## src/rtl/uart_pkg.sv

```systemverilog
// Shared UART definitions: receive state encoding and framing constants.
// Used by the receiver today and intended for reuse by the transmitter.
package uart_pkg;

    typedef enum logic [1:0] {
        IDLE,
        START,
        DATA,
        STOP
    } rx_state_t;

    localparam int unsigned DATA_BITS          = 8;
    localparam int unsigned MIN_CYCLES_PER_BIT = 4;

endpackage

```

## src/rtl/uart_rx_fifo.sv

```systemverilog
// Parameterised synchronous first-word-fall-through FIFO.
// Ports:
//   clk, rst        clock and synchronous active-high reset
//   push, push_data write request and data (accepted when not full, or when
//                   a pop happens in the same cycle)
//   pop             remove the head entry (ignored when empty)
//   pop_data        head entry; reads as zero while empty
//   full, empty     occupancy flags
//   count           current occupancy, 0..DEPTH
module uart_rx_fifo #(
    parameter int unsigned DEPTH = 8,
    parameter int unsigned WIDTH = 8
) (
    input  logic                       clk,
    input  logic                       rst,
    input  logic                       push,
    input  logic [WIDTH-1:0]           push_data,
    input  logic                       pop,
    output logic [WIDTH-1:0]           pop_data,
    output logic                       full,
    output logic                       empty,
    output logic [$clog2(DEPTH):0]     count
);

    localparam int unsigned AW = $clog2(DEPTH);
    localparam int unsigned CW = AW + 1;

    logic [WIDTH-1:0] mem [DEPTH];
    logic [AW-1:0]    wr_ptr;
    logic [AW-1:0]    rd_ptr;
    logic             push_ok;
    logic             pop_ok;

    assign full     = (count == CW'(DEPTH));
    assign empty    = (count == '0);
    assign pop_ok   = pop && !empty;
    // A pop in the same cycle frees the slot, so a full FIFO still accepts.
    assign push_ok  = push && (!full || pop_ok);
    assign pop_data = empty ? '0 : mem[rd_ptr];

    always_ff @(posedge clk) begin
        if (push_ok) begin
            mem[wr_ptr] <= push_data;
        end
    end

    // Pointers are AW bits wide, so they wrap modulo DEPTH on their own.
    always_ff @(posedge clk) begin
        if (rst) begin
            wr_ptr <= '0;
            rd_ptr <= '0;
            count  <= '0;
        end else begin
            if (push_ok) begin
                wr_ptr <= wr_ptr + AW'(1);
            end
            if (pop_ok) begin
                rd_ptr <= rd_ptr + AW'(1);
            end
            case ({push_ok, pop_ok})
                2'b10:   count <= count + CW'(1);
                2'b01:   count <= count - CW'(1);
                default: count <= count;
            endcase
        end
    end

endmodule

```

## src/rtl/uart_receiver.sv

```systemverilog
// UART 8N1 receive front-end for one channel.
// Synchronises rx, deframes characters at a programmable bit period and
// queues bytes in a FWFT FIFO with sticky frame/overrun error flags.
// Ports:
//   clk, rst        clock and synchronous active-high reset
//   enable          receiver enable; low aborts any frame in progress
//   cyclesPerBit    clk cycles per bit (values below 4 act as 4)
//   rx              asynchronous serial input, idle high
//   readStrobe      pop FIFO head (ignored when empty)
//   clearErrors     clear frameError and overrun
//   dataOut         FIFO head byte, valid while dataAvailable
//   dataAvailable   FIFO not empty
//   fifoCount       FIFO occupancy
//   frameError      sticky: stop bit sampled low
//   overrun         sticky: byte dropped because FIFO full
//   busy            frame in progress
module uart_receiver
    import uart_pkg::*;
#(
    parameter int unsigned FIFO_DEPTH = 8,
    parameter int unsigned DIV_WIDTH  = 16
) (
    input  logic                          clk,
    input  logic                          rst,
    input  logic                          enable,
    input  logic [DIV_WIDTH-1:0]          cyclesPerBit,
    input  logic                          rx,
    input  logic                          readStrobe,
    input  logic                          clearErrors,
    output logic [7:0]                    dataOut,
    output logic                          dataAvailable,
    output logic [$clog2(FIFO_DEPTH):0]   fifoCount,
    output logic                          frameError,
    output logic                          overrun,
    output logic                          busy
);

    rx_state_t            state;
    logic                 rx_meta;
    logic                 rxs;
    logic                 rxs_d;
    logic [DIV_WIDTH-1:0] cnt;
    logic [DIV_WIDTH-1:0] cpb_eff;
    logic [DIV_WIDTH-1:0] half;
    logic [DIV_WIDTH-1:0] last;
    logic [2:0]           bit_idx;
    logic [7:0]           shift;
    logic                 stop_sample;
    logic                 push;
    logic                 fifo_full;
    logic                 fifo_empty;
    logic                 overrun_set;
    logic                 frame_err_set;

    assign cpb_eff = (cyclesPerBit < DIV_WIDTH'(MIN_CYCLES_PER_BIT))
                   ? DIV_WIDTH'(MIN_CYCLES_PER_BIT) : cyclesPerBit;
    assign half    = cpb_eff >> 1;
    assign last    = cpb_eff - DIV_WIDTH'(1);

    // The stop-bit decision is combinational so the FIFO captures the byte
    // on the same edge that ends the frame.
    assign stop_sample   = enable && (state == STOP) && (cnt == last);
    assign push          = stop_sample && rxs;
    assign frame_err_set = stop_sample && !rxs;
    assign overrun_set   = push && fifo_full && !readStrobe;

    assign busy          = (state != IDLE);
    assign dataAvailable = !fifo_empty;

    uart_rx_fifo #(
        .DEPTH (FIFO_DEPTH),
        .WIDTH (8)
    ) u_fifo (
        .clk       (clk),
        .rst       (rst),
        .push      (push),
        .push_data (shift),
        .pop       (readStrobe),
        .pop_data  (dataOut),
        .full      (fifo_full),
        .empty     (fifo_empty),
        .count     (fifoCount)
    );

    always_ff @(posedge clk) begin
        if (rst) begin
            rx_meta    <= 1'b1;
            rxs        <= 1'b1;
            rxs_d      <= 1'b1;
            state      <= IDLE;
            cnt        <= '0;
            bit_idx    <= '0;
            shift      <= '0;
            frameError <= 1'b0;
            overrun    <= 1'b0;
        end else begin
            rx_meta <= rx;
            rxs     <= rx_meta;
            rxs_d   <= rxs;

            // Clear first so a simultaneous new error still sets the flag.
            if (clearErrors) begin
                frameError <= 1'b0;
                overrun    <= 1'b0;
            end
            if (frame_err_set) begin
                frameError <= 1'b1;
            end
            if (overrun_set) begin
                overrun <= 1'b1;
            end

            if (!enable) begin
                state <= IDLE;
                cnt   <= '0;
            end else begin
                case (state)
                    IDLE: begin
                        cnt <= '0;
                        if (rxs_d && !rxs) begin
                            state <= START;
                        end
                    end
                    START: begin
                        if (cnt == half) begin
                            cnt     <= '0;
                            bit_idx <= '0;
                            state   <= rxs ? IDLE : DATA;
                        end else begin
                            cnt <= cnt + DIV_WIDTH'(1);
                        end
                    end
                    DATA: begin
                        if (cnt == last) begin
                            cnt     <= '0;
                            shift   <= {rxs, shift[7:1]};
                            bit_idx <= bit_idx + 3'd1;
                            if (bit_idx == 3'(DATA_BITS - 1)) begin
                                state <= STOP;
                            end
                        end else begin
                            cnt <= cnt + DIV_WIDTH'(1);
                        end
                    end
                    STOP: begin
                        if (cnt == last) begin
                            cnt   <= '0;
                            state <= IDLE;
                        end else begin
                            cnt <= cnt + DIV_WIDTH'(1);
                        end
                    end
                    default: begin
                        cnt   <= '0;
                        state <= IDLE;
                    end
                endcase
            end
        end
    end

endmodule

```

## config.mk

```make
export PLATFORM = sky130hd
export DESIGN_NAME = uart_receiver
export DESIGN_NICKNAME = d
export VERILOG_FILES = /design/src/rtl/uart_pkg.sv /design/src/rtl/uart_rx_fifo.sv /design/src/rtl/uart_receiver.sv
export SDC_FILE = /design/constraint.sdc
export NUM_CORES = 1
export LEC_CHECK = 0
export BUFFER_PORTS_ARGS = -buffer_cell sky130_fd_sc_hd__buf_2
export CAP_MARGIN = 20
export CORE_ASPECT_RATIO = 0.7
export CORE_UTILIZATION = 45
export DETAILED_ROUTE_END_ITERATION = 8
export PLACE_DENSITY_LB_ADDON = 0.25
export SYNTH_ARGS = -nofsm -noshare
export SYNTH_HDL_FRONTEND = slang
export SYNTH_SLANG_ARGS = --single-unit
```

## constraint.sdc

```tcl
create_clock -name clk -period 3.4 [get_ports clk]
set_input_delay 0 -clock clk [delete_from_list [all_inputs] [get_ports clk]]
set_output_delay 0 -clock clk [all_outputs]
set_load 0.03 [all_outputs]
```

### After elaboration in Yosys (flattened, before gate mapping)

Memories as Yosys holds them, arrays and structs flattened. A register that Yosys moved wholly into a read port is not among the register bits.
Cells that the tools add are included.

| storage, ports and cells | value |
|---|---|
| register bits | 44 |
| RAM bits | 64 |
| bits of input ports | 22 |
| output and inout port bits | 16 |
| logic and storage cells | 85 |
| memories | 1 |

Memory list:

| name | depth | bits a word | rd ports | clocked after Yosys merged registers in | write ports | RTL line | text |
|---|---|---|---|---|---|---|---|
| u_fifo.mem | 8 | 8 | 1 | 1 | 1 | uart_rx_fifo.sv:28 | `logic [WIDTH-1:0] mem [DEPTH];` |

| cells by class | value |
|---|---|
| add/sub/neg operators | 7 |
| magnitude comparators | 1 |
| equal/unequal tests | 14 |
| muxes and demuxes | 23 |
| bitwise gates (word level) | 1 |
| reductions and logical operators | 26 |

Operators with widths:

| kind | count |
|---|---|
| $mux 16 | 3 |
| $pmux 16 s3 | 1 |
| $add 16x1->16 const B | 1 |
| $eq 16x15->1 | 1 |
| $eq 16x16->1 | 1 |
| $lt 16x3->1 const B | 1 |
| $sub 16x1->16 const B | 1 |
| $mux 2 | 6 |
| $mux 3 | 4 |
| $reduce_bool 2->1 | 5 |
| $add 3x1->3 const B | 3 |
| $logic_and 1x1->1 | 9 |
| $mux 8 | 1 |
| $ne 2x2->1 const B | 4 |
| $pmux 2 s4 | 1 |
| $pmux 4 s2 | 1 |
| $eq 2x2->1 const B | 3 |
| $pmux 3 s2 | 1 |
| $mux 1 | 5 |
| $reduce_and 5->1 | 1 |
| $add 4x1->4 const B | 1 |
| $eq 2x1->1 const B | 2 |
| $eq 4x4->1 const B | 1 |
| $logic_not 1->1 | 4 |
| other kinds (10) | 11 |

### Depth between registers and ports, before layout

Gate-level depths: netlist (run 1).

| depth | value |
|---|---|
| word-level depth | 9 |
| mapped depth | 22 |
| depth with buffers taken out | 17 |

### Modules after synthesis

From an unflattened synthesis (run 1), not the netlist that was laid out.

| unflattened totals | value |
|---|---|
| cells, all modules | 472 |
| area, all modules | 5501.5 um^2 |

Modules (own cells, without submodules):

| module | times used | cells each | area each (um^2) | sequential area each (um^2) |
|---|---|---|---|---|
| uart_rx_fifo | 1 | 185 | 3189.3 | 2182.1 |
| uart_receiver | 1 | 287 | 2312.2 | 680.7 |

### Worst setup path before layout (run 1)

No wires, ideal clock.

| timing path | value |
|---|---|
| path kind | in2reg |
| start | input cyclesPerBit[8] |
| end | memory u_fifo.mem[4][0] (enable) |
| setup time | 0.370 ns |
| arrival time | 3.341 ns |
| required time | 3.030 ns |
| slack | -0.311 ns |
| stages | 16 |
| path buffers | 4 |
| path through | buf_2 nor4_4 nand4_1 nand2_1 ha_1 clkbuf_1 xor2_1 nor3_1 o2111ai_1 o211ai_1 and4b_1 clkbuf_1 nand2_1 buf_6 or3_4 nor3b_2 |

| between the ends | value |
|---|---|
| word-level cells in the longest chain between the ends | 9 |

RTL lines:

| element | RTL line | text |
|---|---|---|
| from (decl) | uart_receiver.sv:26 | `input logic [DIV_WIDTH-1:0] cyclesPerBit,` |
| $lt 16x3->1 | uart_receiver.sv:55 | `assign cpb_eff = (cyclesPerBit < DIV_WIDTH'(MIN_CYCLES_PER_BIT))` |
| $mux 16 (*) | uart_receiver.sv:56 | `? DIV_WIDTH'(MIN_CYCLES_PER_BIT) : cyclesPerBit;` |
| $sub 16x1->16 (*) | uart_receiver.sv:58 | `assign last = cpb_eff - DIV_WIDTH'(1);` |
| $eq 16x16->1 (*) | uart_receiver.sv:62 | `assign stop_sample = enable && (state == STOP) && (cnt == last);` |
| $logic_and 1x1->1 (*) | uart_receiver.sv:62 |  |
| $logic_and 1x1->1 (*) | uart_receiver.sv:63 | `assign push = stop_sample && rxs;` |
| $logic_and 1x1->1 (*) | uart_rx_fifo.sv:38 | `assign push_ok = push && (!full \|\| pop_ok);` |
| $mux 1 (*) | uart_rx_fifo.sv:42 | `if (push_ok) begin` |
| $mux 1 (not written as such) (*) | uart_rx_fifo.sv:43 | `mem[wr_ptr] <= push_data;` |
| to (decl) | uart_rx_fifo.sv:28 |  |

Every way passes the cells marked *; elsewhere a longest branch is shown, timed or not.

### Final worst setup path (run 1)

| timing path | value |
|---|---|
| start | register cnt[13] |
| end | register u_fifo.count[2] |

| between the ends | value |
|---|---|
| word-level cells in the longest chain between the ends | 6 |
| elaborated cells on any way between the ends | 8 |
| classes of those cells | eq/ne: 3; mux: 1; reduce/logical: 4 |

RTL lines:

| element | RTL line | text |
|---|---|---|
| from (decl) | uart_receiver.sv:42 | `logic [DIV_WIDTH-1:0] cnt;` |
| from (signal assigned) | uart_receiver.sv:130 | `cnt <= cnt + DIV_WIDTH'(1);` |
| from (signal assigned) | uart_receiver.sv:142 | `cnt <= cnt + DIV_WIDTH'(1);` |
| from (signal assigned) | uart_receiver.sv:150 | `cnt <= cnt + DIV_WIDTH'(1);` |
| $eq 16x16->1 (*) | uart_receiver.sv:62 |  |
| $logic_and 1x1->1 (*) | uart_receiver.sv:62 |  |
| $logic_and 1x1->1 (*) | uart_receiver.sv:63 |  |
| $logic_and 1x1->1 (*) | uart_rx_fifo.sv:38 |  |
| $eq 2x1->1 or $eq 2x2->1 (tied branches) | uart_rx_fifo.sv:60 | `case ({push_ok, pop_ok})` |
| $pmux 4 s2 or $reduce_bool 2->1 (tied branches) | n/a |  |
| to (signal assigned) | uart_rx_fifo.sv:61 | `2'b10: count <= count + CW'(1);` |
| to (signal assigned) | uart_rx_fifo.sv:62 | `2'b01: count <= count - CW'(1);` |
| to (signal assigned) | uart_rx_fifo.sv:63 | `default: count <= count;` |
| to (decl) | uart_rx_fifo.sv:22 | `output logic [$clog2(DEPTH):0] count` |

Marked as above.
A chain may end at the register's enable or synchronous reset.

==> results of run 1 <==
logic make-up (layout without fill, tap and decap cells):
kind of cell,count (synthesis),in the layout,share of synthesized area
AND/OR/NAND/NOR,182,182,0.192
flip-flops,111,111,0.509
XOR/XNOR,50,50,0.0778
AO/OA/AOI/OAI,47,47,0.0603
buffers and inverters,46,94,0.0345
multiplexers,42,42,0.111
adder cells (fa/ha/maj),7,7,0.0156
power groups by stage:
stage	logic, mW	clock network, mW	registers, mW
final	0.503	0.962	1.44
after global routing	0.547	1.05	1.44
after CTS	0.504	0.988	1.44
after detailed placement	0.500	0	1.47
after global placement	0.494	0	1.47
after floorplan	0.340	0	1.47
timing repair:
item                                   CTS  global route
buffers inserted                         0             0
resized for setup                        0             5
hold buffers                             3             0
setup endpoints to repair                0            20
endpoints found under the hold margin    4             0
flip-flops by register name, summed over array words and instances (netlist names), named ones only:
register,count
u_fifo.mem,64
u_fifo.wr_ptr,3
rxs_d,1
u_fifo.rd_ptr,3
shift,8
state,1
cnt,16
frameError,1
u_fifo.count,4
bit_idx,3
overrun,1
rx_meta,1
rxs,1
Yosys cell counts, types with 8 or more instances:
| cell type | count |
|---|---|
| sky130_fd_sc_hd__mux2i_1 | 23 |
| sky130_fd_sc_hd__mux4_2 | 16 |
| sky130_fd_sc_hd__nor2_1 | 40 |
| sky130_fd_sc_hd__clkbuf_1 | 26 |
| sky130_fd_sc_hd__and3_1 | 10 |
| sky130_fd_sc_hd__buf_2 | 11 |
| sky130_fd_sc_hd__nand2_1 | 26 |
| sky130_fd_sc_hd__nand3_1 | 14 |
| sky130_fd_sc_hd__nor3_1 | 8 |
| sky130_fd_sc_hd__and2_1 | 17 |
| sky130_fd_sc_hd__xor2_1 | 27 |
| sky130_fd_sc_hd__a21oi_1 | 11 |
| sky130_fd_sc_hd__xnor2_1 | 23 |
| sky130_fd_sc_hd__edfxtp_1 | 64 |
| sky130_fd_sc_hd__dfxtp_1 | 47 |
| sky130_fd_sc_hd__nand4_1 | 8 |
through the flow:
stage	utilization	instances	total power [mW]	cell area (µm²)	setup WS, ns
final	0.547	690	2.90	6530	0.217
after global routing	0.547	690	3.04	6530	-0.00382
after CTS	0.544	690	2.93	6490	0.188
after detailed placement	0.518	671	1.97	6190	-0.136
after global placement	0.518	671	1.96	6190	-0.0630
after floorplan	-	485	1.81	5700	0.00319
worst max-delay path, delay by kind of cell, from the launching register on:
kind / cells / cell delay (ns)
AOI/OAI and AO/OA: 2 / 0.60
xor gates and xnor gates: 2 / 0.27
adders and majority gates: 1 / 0.20
DFF: 1 / 0.50
muxes: 2 / 0.53
and+or+nand+nor: 6 / 0.99
path summary, 6_finish.rpt:
path / from / end / slack, ns / depth (start not counted)
worst max-delay path: cnt[13]$_SDFF_PP0_ / u_fifo.count[2]$_SDFFE_PP0P_ / 0.22 / 13
worst min-delay path: enable / flip-flop / 0.06 / 3
worst max register to register: cnt[13]$_SDFF_PP0_ / u_fifo.count[2]$_SDFFE_PP0P_ / 0.22 / 13
worst min register to register: rx_meta$_SDFF_PP1_ / rxs$_SDFF_PP1_ / 0.42 / 1
cell type report:
cell class | count | area [µm²] | share of cell area
sequential | 111 | 2860 | 0.438
multi-input combinational | 328 | 2670 | 0.408
timing repair buffer | 73 | 513 | 0.0785
clock buffer | 11 | 233 | 0.0356
tap | 157 | 196 | 0.0301
clock inverter | 5 | 42.5 | 0.00651
inverter | 5 | 18.8 | 0.00287
layer usage:
layer	share of wire	vias up
met1	0.51	1880
li1	-	1855
met5	0	-
met3	0.062	4
met2	0.43	104
met4	0.0049	0
==> metrics.txt, run 1 <==
# TYPE chip_impl_metric gauge
chip_impl_metric{name="worst_pin_slew",unit="ns"} 0.860
chip_impl_metric{name="ctsHtreeMaxLevel",unit=""} 3
chip_impl_info{name="commonest_non_fill_non_tap_cell_in_the_layout",value="sky130_fd_sc_hd__edfxtp_1"} 1
chip_impl_metric{name="timing.max_cap.violations",unit=""} 0
chip_impl_metric{name="globalRouteTotalUtil",unit=""} 0.201
chip_impl_metric{name="finalCritPeriodShare",unit=""} 0.936
chip_impl_info{name="mostFrequentLayoutCells",value="sky130_fd_sc_hd__edfxtp_1, sky130_fd_sc_hd__dfxtp_1, sky130_fd_sc_hd__nor2_1"} 1
chip_impl_metric{name="global_route.overflow_total",unit=""} 0
chip_impl_metric{name="post_drt_wl_per_cell",unit="µm"} 17.5
chip_impl_metric{name="die_width",unit="µm"} 136
chip_impl_metric{name="io_buffer_count",unit=""} 37
chip_impl_metric{name="power_frac_comb",unit=""} 0.173
chip_impl_metric{name="fin_hold_ws",unit="ns"} 0.0598
chip_impl_metric{name="grt_first_pass_wirelength",unit="µm"} 19500
chip_impl_metric{name="fillCellCount",unit=""} 994
chip_impl_metric{name="synth.lib_cells_used.distinct",unit=""} 62
chip_impl_metric{name="max-slew-margin-rel",unit=""} 0.426
chip_impl_metric{name="irDropWorstVdd",unit="mV"} 0.356
chip_impl_metric{name="maximum_fanout_count_along_the_critical_path",unit=""} 6
chip_impl_metric{name="netlist.area_leader.share",unit=""} 0.342
chip_impl_info{name="synth_ff_type",value="sky130_fd_sc_hd__edfxtp_1"} 1
chip_impl_metric{name="floorplan.initialDensity",unit=""} 0.471
chip_impl_metric{name="setup_viol",unit=""} 0
chip_impl_info{name="cpMostUsedCell",value="sky130_fd_sc_hd__nand2_1"} 1
chip_impl_info{name="hold_class",value="in -> reg"} 1
chip_impl_metric{name="synth_area_per_cell",unit="µm²"} 11.6
chip_impl_metric{name="via_per_inst",unit=""} 5.57
chip_impl_metric{name="drc",unit=""} 0
chip_impl_metric{name="areaGrowthSynthToFinish",unit="%"} 16.1
chip_impl_metric{name="fin_nets",unit=""} 557
chip_impl_metric{name="p_per_area",unit="nW/µm²"} 444
chip_impl_metric{name="coreArea",unit="µm²"} 11900
chip_impl_metric{name="max_freq",unit="MHz"} 314
chip_impl_metric{name="use_met3",unit=""} 0.0431
chip_impl_info{name="criticalPathCategory",value="reg -> reg"} 1
chip_impl_info{name="run_status",value="complete, no violations"} 1
chip_impl_metric{name="critical_path.max_stage_delay",unit="ns"} 0.50
chip_impl_info{name="synth.top_cells.by_area",value="sky130_fd_sc_hd__edfxtp_1, sky130_fd_sc_hd__dfxtp_1, sky130_fd_sc_hd__mux4_2"} 1
chip_impl_info{name="cp-end-kind",value="flip-flop"} 1
chip_impl_metric{name="vias_in_the_first_global_route",unit=""} 3697
chip_impl_metric{name="floorplan.io_pins",unit=""} 38
chip_impl_info{name="crit_chain",value="xnor2_2 -> and4_1 -> o2111ai_1 -> a221o_1 -> nor4_4 -> nand2_2 -> nand2_1 -> xnor2_1 -> ha_1 -> nor2_1 -> nand2_1 -> mux2i_1 -> mux2_2"} 1
chip_impl_info{name="crit_slowest_cell",value="sky130_fd_sc_hd__dfxtp_1"} 1
chip_impl_metric{name="timing.final.hold_violations",unit=""} 0
chip_impl_info{name="cts-root-buf",value="sky130_fd_sc_hd__clkbuf_16"} 1
chip_impl_metric{name="placement_rows",unit=""} 33
chip_impl_metric{name="met2_usage",unit=""} 0.290
chip_impl_info{name="grt_most_used_layer",value="met1"} 1
chip_impl_metric{name="dp_hpwl",unit="µm"} 8840
chip_impl_metric{name="synthesis.yosys.warnings",unit=""} 0
chip_impl_info{name="synth_largest_area_cell",value="sky130_fd_sc_hd__edfxtp_1"} 1
chip_impl_metric{name="gp_congestion",unit=""} 0.930
chip_impl_metric{name="synth_nets",unit=""} 514
chip_impl_metric{name="cts_max_path_buffers",unit=""} 2
chip_impl_metric{name="vias",unit=""} 3843
chip_impl_metric{name="cts_num_sinks",unit=""} 111
chip_impl_metric{name="cts-buffers-inserted",unit=""} 9
chip_impl_metric{name="synthCells",unit=""} 485
chip_impl_metric{name="min_period",unit="ns"} 3.18
chip_impl_metric{name="die_area",unit="µm²"} 13000
chip_impl_metric{name="synth.yosys.seq_area_share",unit=""} 0.509
chip_impl_metric{name="power.sequential.fraction",unit=""} 0.495
chip_impl_metric{name="synth_async_sr_flop_share",unit=""} 0
chip_impl_metric{name="worst-endpoint-arrival",unit="ns"} 3.41
chip_impl_metric{name="drt_iter0_drc",unit=""} 231
chip_impl_info{name="critical_path.startpoint_type",value="flip-flop"} 1
chip_impl_metric{name="grt_max_degree",unit=""} 32
chip_impl_metric{name="tns",unit="ns"} 0
chip_impl_metric{name="synth_area",unit="µm²"} 5630
chip_impl_metric{name="num_antenna_cells",unit=""} 0
chip_impl_metric{name="netSwitchingFraction",unit=""} 0.268
chip_impl_metric{name="clock_power_share",unit=""} 0.332
chip_impl_metric{name="power.static_leakage",unit="nW"} 2.57
chip_impl_metric{name="worstSkewPairLatency",unit="ns"} 0.34
chip_impl_info{name="clock_tree_from_tritoncts",value="yes"} 1
chip_impl_metric{name="floorplan.die.height",unit="µm"} 95.5
chip_impl_metric{name="grtUsageMet1",unit=""} 0.306
chip_impl_metric{name="finClkSkew",unit="ns"} 0.00787
chip_impl_metric{name="drtAntennaViolNets",unit=""} 0
chip_impl_metric{name="drt_wl_total",unit="µm"} 12100
chip_impl_metric{name="timing.critical_path.required",unit="ns"} 3.63
chip_impl_metric{name="synth_seq_cells",unit=""} 111
chip_impl_metric{name="iteration_count_of_the_initial_detailed_routing_pass",unit=""} 5
chip_impl_metric{name="clkTransAtPathRegs",unit="ns"} 0.07
chip_impl_metric{name="slew_violations",unit=""} 0
chip_impl_metric{name="number_of_antenna_violations_at_the_first_check_in_global_routing",unit=""} 0
chip_impl_metric{name="synth_enable_flop_cells",unit=""} 64
chip_impl_metric{name="power.net_switching",unit="µW"} 779
chip_impl_metric{name="final_layout_size_suffix_gt1_frac",unit=""} 0.242
chip_impl_metric{name="power.internal",unit="mW"} 2.12
No activity file was read; power rests on OpenSTA's default activity.
==> run 2: changes to the inputs <==
CTS_BUF_LIST = sky130_fd_sc_hd__clkbuf_4   (was default)
==> run 2 against run 1 <==
  * Cell count is 0.29% higher
  * Combinational power shrank 0.8%
  * Sequential power about the same
  * Die area stayed put
  * Count of clock-buffer cells in the layout unchanged
  * Clock skew rose by 0.015 ns
  * Fmax rose by 0.47%
  * Total power down 13%
  * Largest power group unchanged
==> metrics.txt, run 2 (same netlist as run 1, synthesis figures left out) <==
# TYPE chip_impl_metric gauge
chip_impl_info{name="run_status",value="complete, no violations"} 1
chip_impl_metric{name="grt_max_degree",unit=""} 32
chip_impl_metric{name="power.sequential.fraction",unit=""} 0.568
chip_impl_metric{name="finalCritPeriodShare",unit=""} 0.932
chip_impl_metric{name="cts-buffers-inserted",unit=""} 9
chip_impl_metric{name="placement_rows",unit=""} 33
chip_impl_metric{name="grt_first_pass_wirelength",unit="µm"} 19400
chip_impl_metric{name="dp_hpwl",unit="µm"} 8840
chip_impl_metric{name="num_antenna_cells",unit=""} 0
chip_impl_metric{name="worst-path-buf-inv",unit=""} 0
chip_impl_info{name="mostFrequentLayoutCells",value="sky130_fd_sc_hd__edfxtp_1, sky130_fd_sc_hd__dfxtp_1, sky130_fd_sc_hd__nor2_1"} 1
chip_impl_metric{name="coreArea",unit="µm²"} 11900
chip_impl_metric{name="placement.cell_area",unit="µm²"} 6190
chip_impl_metric{name="slew_violations",unit=""} 0
chip_impl_metric{name="fillCellCount",unit=""} 1021
chip_impl_info{name="cts-root-buf",value="sky130_fd_sc_hd__clkbuf_4"} 1
chip_impl_metric{name="min_period",unit="ns"} 3.17
chip_impl_metric{name="largest_register_ffs",unit=""} 64
chip_impl_metric{name="post_drt_wl_per_cell",unit="µm"} 17.5
chip_impl_metric{name="power_frac_comb",unit=""} 0.197
chip_impl_metric{name="floorplan.io_pins",unit=""} 38
chip_impl_info{name="cpMostUsedCell",value="sky130_fd_sc_hd__nand2_1"} 1
chip_impl_info{name="setup_repair_after_global_routing_missed_its_margin",value="no"} 1
chip_impl_metric{name="timing.final.hold_violations",unit=""} 0
chip_impl_metric{name="fin_cells",unit=""} 692
chip_impl_metric{name="power.net_switching",unit="µW"} 739
chip_impl_metric{name="critical_path.max_stage_delay",unit="ns"} 0.53
chip_impl_metric{name="fin_hold_ws",unit="ns"} 0.274
chip_impl_metric{name="setup_viol",unit=""} 0
chip_impl_metric{name="netSwitchingFraction",unit=""} 0.292
chip_impl_info{name="clock_tree_from_tritoncts",value="yes"} 1
chip_impl_metric{name="maximum_fanout_count_along_the_critical_path",unit=""} 6
chip_impl_info{name="largest_register",value="u_fifo.mem"} 1
chip_impl_metric{name="iteration_count_of_the_initial_detailed_routing_pass",unit=""} 5
chip_impl_metric{name="worstSkewPairLatency",unit="ns"} 0.46
chip_impl_metric{name="power.static_leakage",unit="nW"} 2.50
chip_impl_info{name="cp-end-kind",value="flip-flop"} 1
chip_impl_metric{name="drt_wl_total",unit="µm"} 12100
chip_impl_metric{name="cts_num_sinks",unit=""} 111
chip_impl_metric{name="die_area",unit="µm²"} 13000
chip_impl_metric{name="ctsHtreeMaxLevel",unit=""} 3
chip_impl_metric{name="gp_congestion",unit=""} 0.930
chip_impl_metric{name="number_of_antenna_violations_at_the_first_check_in_global_routing",unit=""} 0
chip_impl_metric{name="final_layout_size_suffix_gt1_frac",unit=""} 0.241
chip_impl_info{name="commonest_non_fill_non_tap_cell_in_the_layout",value="sky130_fd_sc_hd__edfxtp_1"} 1
chip_impl_metric{name="finalCoreUtilization",unit=""} 0.534
chip_impl_metric{name="areaGrowthSynthToFinish",unit="%"} 13.2
chip_impl_metric{name="drt_iter0_drc",unit=""} 219
chip_impl_metric{name="io_buffer_count",unit=""} 37
chip_impl_metric{name="max_freq",unit="MHz"} 316
chip_impl_metric{name="vias",unit=""} 3839
chip_impl_metric{name="timing.critical_path.required",unit="ns"} 3.77
chip_impl_metric{name="drtAntennaViolNets",unit=""} 0
chip_impl_metric{name="vias_in_the_first_global_route",unit=""} 3693
chip_impl_info{name="critical_path.startpoint_type",value="flip-flop"} 1
chip_impl_metric{name="floorplan.initialDensity",unit=""} 0.471
chip_impl_metric{name="tns",unit="ns"} 0
chip_impl_metric{name="worst-endpoint-arrival",unit="ns"} 3.54
chip_impl_metric{name="die_width",unit="µm"} 136
chip_impl_metric{name="global_route.overflow_total",unit=""} 0
chip_impl_metric{name="floorplan.die.height",unit="µm"} 95.5
chip_impl_metric{name="clock_power_share",unit=""} 0.235
chip_impl_metric{name="irDropWorstVdd",unit="mV"} 0.341
chip_impl_metric{name="drc",unit=""} 0
chip_impl_info{name="crit_chain",value="xnor2_2 -> and4_1 -> o2111ai_1 -> a221o_1 -> nor4_2 -> nand2_2 -> nand2_1 -> xnor2_1 -> ha_1 -> nor2_1 -> nand2_1 -> mux2i_1 -> mux2_2"} 1
chip_impl_info{name="cell_class_contributing_the_biggest_share_of_worst_path_delay",value="simple AND/OR/NAND/NOR gates"} 1
chip_impl_metric{name="clkTransAtPathRegs",unit="ns"} 0.16
chip_impl_metric{name="post-cts-setup-buffers",unit=""} 0
chip_impl_metric{name="worst_pin_slew",unit="ns"} 0.832
chip_impl_metric{name="cts_max_path_buffers",unit=""} 2
chip_impl_metric{name="max-slew-margin-rel",unit=""} 0.445
chip_impl_metric{name="power.internal",unit="mW"} 1.79
chip_impl_metric{name="timing.max_cap.violations",unit=""} 0
chip_impl_metric{name="finalInstanceArea",unit="µm²"} 6370
chip_impl_metric{name="via_per_inst",unit=""} 5.55
chip_impl_info{name="hold_class",value="in -> reg"} 1
chip_impl_info{name="largest_registers",value="u_fifo.mem x64, cnt x16, shift x8"} 1
chip_impl_metric{name="p_per_area",unit="nW/µm²"} 398
chip_impl_metric{name="dp.cells",unit=""} 671
chip_impl_metric{name="finClkSkew",unit="ns"} 0.0226
chip_impl_info{name="criticalPathCategory",value="reg -> reg"} 1
chip_impl_metric{name="fin_nets",unit=""} 559
chip_impl_info{name="crit_slowest_cell",value="sky130_fd_sc_hd__dfxtp_1"} 1
chip_impl_metric{name="globalRouteTotalUtil",unit=""} 0.201
==> run 2: cell count changes in the layout (fill, tap and decap cells not counted), moves of 2 or more <==
cell                            delta
sky130_fd_sc_hd__clkbuf_1          -2
sky130_fd_sc_hd__dlygate4sd3_1     +2
sky130_fd_sc_hd__clkbuf_4         +11
sky130_fd_sc_hd__clkbuf_16         -9
==> run 2: worst register-to-register path, delay by kind of cell (launching register included) <==
| family | cells | cell delay (ns) |
|---|---|---|
| xor gates and xnor gates | 2 | 0.27 |
| and+or+nand+nor | 6 | 0.98 |
| adders and majority gates | 1 | 0.20 |
| DFF | 1 | 0.53 |
| AOI/OAI and AO/OA | 2 | 0.58 |
| muxes | 2 | 0.53 |
==> run 2: path summary, 6_finish.rpt <==
path,start,to,slack (ns),cells past startpoint
setup / recovery,cnt[13]$_SDFF_PP0_,u_fifo.count[2]$_SDFFE_PP0P_,0.23,13
hold / removal,rx,rx_meta$_SDFF_PP1_,0.27,3
setup reg to reg,cnt[13]$_SDFF_PP0_,u_fifo.count[2]$_SDFFE_PP0P_,0.23,13
hold reg to reg,rx_meta$_SDFF_PP1_,rxs$_SDFF_PP1_,0.43,1
==> run 2: timing repair <==
action | CTS | global route
setup endpoints to repair | 0 | 1
hold buffers | 5 | 0
hold endpoints to repair | 22 | 0
gates resized for setup | 0 | 1
==> run 2: cell type report <==
class	instances	area, µm²	area share
multi-input combinational	328	2630	0.413
tap	157	196	0.0308
clock inverter	5	42.5	0.00668
clock buffer	11	82.6	0.0130
timing repair buffer	75	533	0.0837
inverter	5	18.8	0.00295
sequential	111	2860	0.450
==> run 2: metrics by stage <==
step / worst slack [ns] / power, mW
global route: 0.0224 / 2.65
CTS: 0.184 / 2.56
finish: 0.232 / 2.53
floorplan: 0.00319 / 1.81
detailed placement: -0.136 / 1.97
global placement: -0.0630 / 1.96
==> run 2: power by group through the flow <==
stage          logic, mW  clock network [mW]  registers (mW)
6_report           0.499               0.595            1.44
5_1_grt            0.545               0.665            1.44
4_1_cts            0.505               0.618            1.44
3_5_place_dp       0.500                   0            1.47
3_3_place_gp       0.494                   0            1.47
2_1_floorplan      0.340                   0            1.47
==> run 2: per-layer routing <==
layer	track usage	vias to the layer above	routed length, µm
met5	0	-	0
met4	0.0543	0	121
met3	0.0399	9	559
met2	0.291	99	5100
met1	0.303	1865	6310
li1	-	1866	-
==> run 3: changes to the inputs <==
MAX_ROUTING_LAYER = met4   (was default)
==> run 3 against run 2 <==
  * First-iteration DRC count is 61% higher
  * Routed wire length increased by 0.94%
  * Sequential share of layout area decreased by 0.27 points
  * Critical path depth unchanged
  * Hold slack got worse by 0.0021 ns
  * Clock skew grew 0.0062 ns
  * Core utilization grew 0.35 points
  * Final area up 0.65%
  * Critical path type unchanged
==> metrics.txt, run 3 (same netlist as run 1, synthesis figures left out) <==
# TYPE chip_impl_metric gauge
chip_impl_metric{name="slew_violations",unit=""} 0
chip_impl_metric{name="placement_rows",unit=""} 33
chip_impl_metric{name="iteration_count_of_the_initial_detailed_routing_pass",unit=""} 5
chip_impl_metric{name="drc",unit=""} 0
chip_impl_metric{name="floorplan.die.height",unit="µm"} 95.5
chip_impl_metric{name="clkTransAtPathRegs",unit="ns"} 0.16
chip_impl_metric{name="fin_hold_ws",unit="ns"} 0.272
chip_impl_metric{name="post_drt_wl_per_cell",unit="µm"} 17.6
chip_impl_metric{name="grt_first_pass_wirelength",unit="µm"} 19600
chip_impl_metric{name="drt_iter0_drc",unit=""} 353
chip_impl_metric{name="setup_viol",unit=""} 0
chip_impl_info{name="critical_path.startpoint_type",value="flip-flop"} 1
chip_impl_metric{name="dp_hpwl",unit="µm"} 8960
chip_impl_metric{name="final_critical_path_setup_slack",unit="ns"} 0.145
chip_impl_metric{name="worstSkewPairLatency",unit="ns"} 0.46
chip_impl_metric{name="io_buffer_count",unit=""} 37
chip_impl_metric{name="coreArea",unit="µm²"} 11900
chip_impl_metric{name="final_layout_size_suffix_gt1_frac",unit=""} 0.246
chip_impl_metric{name="via_per_inst",unit=""} 5.59
chip_impl_info{name="cts-root-buf",value="sky130_fd_sc_hd__clkbuf_4"} 1
chip_impl_info{name="run_status",value="complete, no violations"} 1
chip_impl_metric{name="drtAntennaViolNets",unit=""} 0
chip_impl_metric{name="die_width",unit="µm"} 136
chip_impl_metric{name="vias_in_the_first_global_route",unit=""} 3750
chip_impl_info{name="commonest_non_fill_non_tap_cell_in_the_layout",value="sky130_fd_sc_hd__edfxtp_1"} 1
chip_impl_metric{name="worst-endpoint-arrival",unit="ns"} 3.60
chip_impl_info{name="criticalPathCategory",value="reg -> reg"} 1
chip_impl_metric{name="finalCritPeriodShare",unit=""} 0.957
chip_impl_metric{name="vias",unit=""} 3874
chip_impl_metric{name="fin_cells",unit=""} 693
chip_impl_metric{name="timing.critical_path.required",unit="ns"} 3.75
chip_impl_metric{name="max_freq",unit="MHz"} 307
chip_impl_metric{name="gp_congestion",unit=""} 0.939
chip_impl_metric{name="die_area",unit="µm²"} 13000
chip_impl_metric{name="drt_wl_total",unit="µm"} 12200
chip_impl_metric{name="num_antenna_cells",unit=""} 0
chip_impl_metric{name="number_of_antenna_violations_at_the_first_check_in_global_routing",unit=""} 0
chip_impl_metric{name="largest_register_ffs",unit=""} 64
chip_impl_metric{name="min_period",unit="ns"} 3.25
chip_impl_info{name="mostFrequentLayoutCells",value="sky130_fd_sc_hd__edfxtp_1, sky130_fd_sc_hd__dfxtp_1, sky130_fd_sc_hd__nor2_1"} 1
chip_impl_metric{name="finClkSkew",unit="ns"} 0.0288
chip_impl_info{name="largest_register",value="u_fifo.mem"} 1
chip_impl_metric{name="irDropWorstVdd",unit="mV"} 0.278
chip_impl_metric{name="place_ws",unit="ns"} -0.192
chip_impl_metric{name="cts_num_sinks",unit=""} 111
chip_impl_info{name="clock_tree_from_tritoncts",value="yes"} 1
chip_impl_info{name="setup_repair_after_global_routing_missed_its_margin",value="no"} 1
chip_impl_metric{name="power.static_leakage",unit="nW"} 2.53
chip_impl_metric{name="global_route.overflow_total",unit=""} 0
chip_impl_info{name="hold_class",value="in -> reg"} 1
chip_impl_metric{name="floorplan.io_pins",unit=""} 38
chip_impl_metric{name="fillCellCount",unit=""} 1027
chip_impl_metric{name="areaGrowthSynthToFinish",unit="%"} 13.9
chip_impl_metric{name="grt_max_degree",unit=""} 32
chip_impl_metric{name="dp.cells",unit=""} 672
chip_impl_metric{name="maximum_fanout_count_along_the_critical_path",unit=""} 8
chip_impl_metric{name="timing.max_cap.violations",unit=""} 0
chip_impl_info{name="cp-end-kind",value="flip-flop"} 1
chip_impl_info{name="largest_registers",value="u_fifo.mem x64, cnt x16, shift x8"} 1
chip_impl_metric{name="ctsHtreeMaxLevel",unit=""} 3
chip_impl_metric{name="fin_nets",unit=""} 560
chip_impl_metric{name="max-slew-margin-rel",unit=""} 0.474
chip_impl_metric{name="floorplan.initialDensity",unit=""} 0.471
chip_impl_metric{name="timing.final.hold_violations",unit=""} 0
chip_impl_metric{name="globalRouteTotalUtil",unit=""} 0.209
chip_impl_metric{name="worst_pin_slew",unit="ns"} 0.788
chip_impl_metric{name="p_per_area",unit="nW/µm²"} 408
chip_impl_metric{name="cts-buffers-inserted",unit=""} 9
chip_impl_metric{name="cts_max_path_buffers",unit=""} 2
## run 3: timing repair
action	4_1_cts	5_1_grt
setup buffers	0	0
hold endpoints to repair	15	0
hold buffers	5	0
setup endpoints to repair	0	23
gates resized for setup	0	5
## run 3: worst max-delay path, cell delays in order (launching register included)
cell and delay, ns:
sky130_fd_sc_hd__dfxtp_1 0.63, sky130_fd_sc_hd__xor2_1 0.13, sky130_fd_sc_hd__nor3_1 0.17, sky130_fd_sc_hd__o2111ai_1 0.17, sky130_fd_sc_hd__a221o_1 0.44, sky130_fd_sc_hd__nor4_4 0.40, sky130_fd_sc_hd__nand2_2 0.16, sky130_fd_sc_hd__nand2_1 0.11
sky130_fd_sc_hd__xnor2_1 0.07, sky130_fd_sc_hd__ha_1 0.20, sky130_fd_sc_hd__nor2_1 0.08, sky130_fd_sc_hd__nand2_1 0.06, sky130_fd_sc_hd__mux2i_1 0.18, sky130_fd_sc_hd__mux2_2 0.34
## run 3: metrics by stage
step	power (mW)	instance area, µm²	TNS [ns]	utilization
final	2.61	6410	0	0.537
after global placement	1.96	6180	-2.32	0.518
after floorplan	1.81	5700	0	-
after global routing	2.73	6410	0	0.537
after CTS	2.63	6380	0	0.535
after detailed placement	1.96	6180	-6.00	0.518
## run 3: path summary, 6_finish.rpt
kind | start | end | slack, ns | cells past startpoint
min reg2reg | rx_meta$_SDFF_PP1_ | rxs$_SDFF_PP1_ | 0.44 | 1
min | rx | rx_meta$_SDFF_PP1_ | 0.27 | 3
max reg2reg | cnt[12]$_SDFF_PP0_ | u_fifo.count[2]$_SDFFE_PP0P_ | 0.15 | 13
max | cnt[12]$_SDFF_PP0_ | u_fifo.count[2]$_SDFFE_PP0P_ | 0.15 | 13
## run 3: where the power goes
| group | total [mW] | leakage (nW) | internal [mW] | switching (mW) |
|---|---|---|---|---|
| logic | 0.501 | 1.39 | 0.199 | 0.303 |
| clock network | 0.674 | 0.0813 | 0.238 | 0.436 |
| registers | 1.44 | 1.06 | 1.42 | 0.0185 |
| total | 2.61 | 2.53 | 1.86 | 0.757 |
## run 3: layout make-up
class	count	area [µm²]	area share
Tap cell	157	196	0.0306
Sequential cell	111	2860	0.447
Clock inverter	7	80.1	0.0125
Multi-Input combinational cell	328	2660	0.414
Timing Repair Buffer	76	528	0.0824
Clock buffer	9	67.6	0.0105
Inverter	5	18.8	0.00293
## run 3: routing by layer
layer | GRT usage | share of wire | vias up
li1 | - | - | 1867
met1 | 0.297 | 0.51 | 1881
met2 | 0.296 | 0.42 | 116
met3 | 0.0526 | 0.065 | 10
met4 | 0.0524 | 0.0096 | 0
met5 | - | 0 | -
